`config.mk`:
```
export PLATFORM = sky130hd
export DESIGN_NAME = multi_divider
export DESIGN_NICKNAME = d
export VERILOG_FILES = /design/src/rtl/multi_divider.sv
export SDC_FILE = /design/constraint.sdc
export NUM_CORES = 1
export LEC_CHECK = 0
export CAP_MARGIN = 10
export CORE_ASPECT_RATIO = 1.75
export CORE_MARGIN = 2
export CORE_UTILIZATION = 57
export CTS_BUF_LIST = sky130_fd_sc_hd__clkbuf_2
export DETAILED_ROUTE_END_ITERATION = 10
export PLACE_DENSITY = 0.88
export SYNTH_ARGS = -nofsm -noshare
export SYNTH_HDL_FRONTEND = slang
export SYNTH_SLANG_ARGS = --single-unit
```
`constraint.sdc`:
```
create_clock -name clk -period 4.4 [get_ports clk]
set_clock_uncertainty 0.1 [all_clocks]
set_input_delay 0.88 -clock clk [delete_from_list [all_inputs] [get_ports clk]]
set_output_delay 0.88 -clock clk [all_outputs]
set_load 0.005 [all_outputs]
```
`src/rtl/multi_divider.sv`:
```
// Multi-channel programmable clock divider: per-channel periodic/one-shot counters with registered alarm pulses.
// Optional square-wave outputs are enabled by defining MULTI_DIVIDER_SQUARE_EN.
module multi_divider #(
    parameter int WIDTH    = 32,
    parameter int CHANNELS = 4
) (
    input  logic                      clk,
    input  logic                      reset,
    input  logic [CHANNELS-1:0]       start,
    input  logic [CHANNELS-1:0]       stop,
    input  logic [CHANNELS-1:0]       hold,
    input  logic [CHANNELS-1:0]       oneshot,
    input  logic [CHANNELS*WIDTH-1:0] goal,
`ifdef MULTI_DIVIDER_SQUARE_EN
    output logic [CHANNELS-1:0]       square,
`endif
    output logic [CHANNELS-1:0]       alarm,
    output logic [CHANNELS-1:0]       running,
    output logic [CHANNELS-1:0]       done,
    output logic [CHANNELS*WIDTH-1:0] count
);

    typedef enum logic [1:0] {
        IDLE = 2'd0,
        RUN  = 2'd1,
        DONE = 2'd2
    } state_e;

    state_e               state_q [CHANNELS];
    state_e               state_d [CHANNELS];
    logic   [WIDTH-1:0]   count_q [CHANNELS];
    logic   [WIDTH-1:0]   count_d [CHANNELS];
    logic   [WIDTH-1:0]   goal_q  [CHANNELS];
    logic   [WIDTH-1:0]   goal_d  [CHANNELS];
    logic [CHANNELS-1:0]  mode_q, mode_d;
    logic [CHANNELS-1:0]  alarm_q, alarm_d;
`ifdef MULTI_DIVIDER_SQUARE_EN
    logic [CHANNELS-1:0]  square_q, square_d;
`endif

    // Priority per channel: stop > start > hold > count (reset handled in the register block).
    always_comb begin
        mode_d  = mode_q;
        alarm_d = '0;
`ifdef MULTI_DIVIDER_SQUARE_EN
        square_d = square_q;
`endif
        for (int i = 0; i < CHANNELS; i++) begin
            state_d[i] = state_q[i];
            count_d[i] = count_q[i];
            goal_d[i]  = goal_q[i];
            if (stop[i]) begin
                state_d[i] = IDLE;
                count_d[i] = '0;
`ifdef MULTI_DIVIDER_SQUARE_EN
                square_d[i] = 1'b0;
`endif
            end else if (start[i]) begin
                state_d[i] = RUN;
                count_d[i] = '0;
                goal_d[i]  = goal[i*WIDTH +: WIDTH];
                mode_d[i]  = oneshot[i];
`ifdef MULTI_DIVIDER_SQUARE_EN
                square_d[i] = 1'b0;
`endif
            end else if (state_q[i] == RUN && !hold[i]) begin
                if (count_q[i] == goal_q[i]) begin
                    count_d[i] = '0;
                    alarm_d[i] = 1'b1;
`ifdef MULTI_DIVIDER_SQUARE_EN
                    square_d[i] = ~square_q[i];
`endif
                    if (mode_q[i]) begin
                        state_d[i] = DONE;
                    end else begin
                        // Goal changes only take effect at period boundaries.
                        goal_d[i] = goal[i*WIDTH +: WIDTH];
                    end
                end else begin
                    count_d[i] = count_q[i] + WIDTH'(1);
                end
            end
        end
    end

    always_ff @(posedge clk) begin
        if (reset) begin
            mode_q  <= '0;
            alarm_q <= '0;
`ifdef MULTI_DIVIDER_SQUARE_EN
            square_q <= '0;
`endif
            for (int i = 0; i < CHANNELS; i++) begin
                state_q[i] <= IDLE;
                count_q[i] <= '0;
                goal_q[i]  <= '0;
            end
        end else begin
            mode_q  <= mode_d;
            alarm_q <= alarm_d;
`ifdef MULTI_DIVIDER_SQUARE_EN
            square_q <= square_d;
`endif
            for (int i = 0; i < CHANNELS; i++) begin
                state_q[i] <= state_d[i];
                count_q[i] <= count_d[i];
                goal_q[i]  <= goal_d[i];
            end
        end
    end

    always_comb begin
        count   = '0;
        running = '0;
        done    = '0;
        for (int i = 0; i < CHANNELS; i++) begin
            count[i*WIDTH +: WIDTH] = count_q[i];
            running[i]              = (state_q[i] == RUN);
            done[i]                 = (state_q[i] == DONE);
        end
    end

    assign alarm = alarm_q;
`ifdef MULTI_DIVIDER_SQUARE_EN
    assign square = square_q;
`endif

endmodule

```
==> qor.csv <==
stage,metric,value,unit
outcome,outcome,completed,
hold_path,min_path_type,input port to register,
logic_synthesis,syn_nets,1598,
critical_path,cp.required,3420,ps
critical_path,critPathSlowestCell,dfxtp_1,
pwr,pwr-share-comb,10.6,%
logic_synthesis,netlist.area_leader.share,40.9,%
floorplanning,start_util,57.5,%
critical_path,critPathBufInv,1,
logic_synthesis,synth.distinct_cells,39,
detailed_routing,vias,11021,
logic_synthesis,async_flop_share,0,%
timing,timing.fmax,330,MHz
pwr,seq_power_share,56.2,%
timing,hold_viol_final,0,
timing,tightest_slew,921,ps
pwr,switching_share,26.9,%
pwr,vdd_drop_max,0.216,mV
clock_tree,cts_max_path_buffers,3,
placed_design,port_buffers,285,
logic_synthesis,synth_top_area_cell,dfxtp_1,
global_routing,track_usage,28.5,%
critical_path,cp_max_fo,6,
timing,post-route-min-period,3030,ps
timing,setup_slack,1370,ps
clock_tree,cts_sinks,272,
logic_synthesis,yosys_warnings,0,
floorplanning,ioPinCount,286,
clock_tree,ctsHoldBuffers,0,
logic_synthesis,yosys.area_share.adder,0.376,%
clock_tree,htreeDepth,2,
critical_path,crit_family,flip-flops,
detailed_routing,drc_errors,0,
timing,max-slew-margin-rel,38.5,%
timing,setup_viol,0,
floorplanning,die_area,24600,um2
detailed_routing,drtIter0Drc,546,
pwr,p_clk_share,33.2,%
cells_and_area,final_util,73.1,%
logic_synthesis,yosys.area_share.simple,28.7,%
global_routing,antenna_found_initial,2,
global_routing,grt_pass1_vias,11171,
critical_path,endpoint_kind,primary output,
clock_tree,cts.clk_slew.worst_paths,120,ps
critical_path,critical_path_class,register to primary output,
pwr,power_density,271,nW/um2
timing,tns,0,ps
floorplanning,dieWidth,120,um
clock_tree,cts_tree,yes,
logic_synthesis,ys_ff_latch,272,
timing,rsz0062_at_grt,no,
critical_path,critPathLaunchType,register,
logic_synthesis,synth_edf_count,0,
logic_synthesis,netlist_area,13300,um2
detailed_routing,first_pass_iters,4,
logic_synthesis,synth_compound_area_share,1.01,%
critical_path,worst_path_largest_cell_delay,590,ps
clock_tree,clock_latency,900,ps
placed_design,routabilityCongestion,0.906,
logic_synthesis,synthMuxAreaShare,10.1,%
flow_run,drv_cap,0,
placed_design,post-dp-hpwl,26800,um
global_routing,grt_overflow,0,
logic_synthesis,synthCells,1448,
clock_tree,postCtsSetupBuffers,0,
detailed_routing,wl_per_cell,17.1,um
global_routing,grt_start_max_net_pins,118,
critical_path,cp.arrival,2050,ps
logic_synthesis,synth_top_family_by_area,simple AND/OR/NAND/NOR gates,
global_routing,grt_pass1_wl,56000,um
detailed_routing,wirelength,35800,um
logic_synthesis,synth-xor-area-share,16.4,%
clock_tree,root_buffer,clkbuf_2,
cells_and_area,nets,1896,
logic_synthesis,synthTopCellsByArea,"dfxtp_1 41%, nand2b_1 12%, mux2i_1 10%",
floorplanning,rows,74,
logic_synthesis,ys.flop_type,dfxtp_1,
logic_synthesis,synthTopCellsByCount,"272 x dfxtp_1, 258 x nand2b_1, 168 x nor2_1",
timing,maxSlewViolCount,0,
detailed_routing,ant_nets,0,
logic_synthesis,syn_area_per_cell,9.20,um2
floorplanning,fp.coreArea,23100,um2
clock_tree,cts_buffers,60,
pwr,p_int,0.00335,W
timing,fin_crit_sh,68.9,%
logic_synthesis,yosysSeqAreaShare,40.9,%
cells_and_area,syn_to_final_growth,27.1,%
clock_tree,cts_resized,0,
pwr,leakage,6.68,nW
logic_synthesis,synth.most_common_cell,dfxtp_1,
placed_design,place_ws,905,ps
pwr,power_switching,0.00123,W
cells_and_area,drive_gt1_share,7.04,%
detailed_routing,via_per_inst,5.26,
critical_path,crit_chain,clkdlybuf4s50_1,
floorplanning,die_y,206,um
layout make-up:
cell class	instances	area [um2]
diodes	1	2.50
clock buffers	91	455
clock inverters	16	60.1
fillers	1727	6220
inverters	11	41.3
multi-input cells	1101	7580
flip-flops and latches	272	5450
well taps	304	380
repair buffers	300	2970
power groups by stage:
stage | combinational, W | sequential, W | clock (W)
detailed placement | 0.000487 | 0.00263 | 0
CTS | 0.000489 | 0.00258 | 0.00158
global route | 0.000526 | 0.00259 | 0.00169
global placement | 0.000479 | 0.00263 | 0
finish | 0.000487 | 0.00258 | 0.00152
floorplan | 0.000281 | 0.00262 | 0
layer usage:
layer	vias to the layer above	track usage, %	wire length [um]
met5	-	0	13
met2	387	54.3	19200
met4	2	14.7	1650
met3	93	7.26	2310
met1	5124	28.1	12600
li1	5415	-	-
sequential cells by signal, summed over array words and instances, names as in the netlist:
name / cells
count_q: 128
goal_q: 128
state_q: 8
alarm: 4
mode_q: 4
layout by cell type, fill, tap and decap left out, types with 2 or more instances in the layout:
master / synthesis / layout
clkdlybuf4s50_1: 0 / 284
dfxtp_1: 272 / 272
nand2b_1: 258 / 258
nor2_1: 168 / 168
mux2i_1: 135 / 135
xnor2_1: 125 / 125
xor2_1: 124 / 124
clkbuf_2: 0 / 91
nand3_1: 50 / 50
nand4_1: 49 / 49
nand2_1: 48 / 48
nor4_1: 21 / 21
and3_1: 21 / 21
nor3_1: 18 / 18
nor2b_1: 15 / 15
buf_4: 3 / 15
clkinv_1: 0 / 14
and4_1: 12 / 12
inv_1: 11 / 11
a21oi_1: 11 / 8
nor4_2: 5 / 5
a21oi_4: 0 / 4
a21boi_0: 4 / 4
o21a_1: 4 / 4
ha_1: 4 / 4
nor3b_2: 3 / 3
or4_1: 3 / 3
and2_1: 3 / 3
or3_1: 3 / 3
or2_2: 3 / 3
and3b_1: 3 / 3
or3b_1: 2 / 2
o21ai_0: 2 / 2
inv_2: 0 / 2
metrics by stage:
stage	std cells	hold WS (ps)	power (W)	instance area [um2]
2_1_floorplan	1448	363	0.00290	13300
3_3_place_gp	1988	372	0.00311	16400
3_5_place_dp	1988	378	0.00312	16400
4_1_cts	2095	277	0.00464	16900
5_1_grt	2096	293	0.00481	16900
6_report	2096	375	0.00459	16900
logic make-up after synthesis:
kind of cell,Yosys count
simple gates,691
buf+inv,75
xor+xnor,249
flops,272
fa+ha+maj,4
mux,135
compound gates,22
final timing paths:
path | startpoint | end | slack (ps) | cells after the start
min reg2reg | goal_q[3][20] | goal_q[3][20] | 390 | 2
max reg2reg | count_q[2][11] | goal_q[2][2] | 1520 | 6
max | count_q[0][0] | count[0] | 1370 | 1
min | reset | mode_q[0] | 370 | 2
Power figures use the tool's default switching activity.
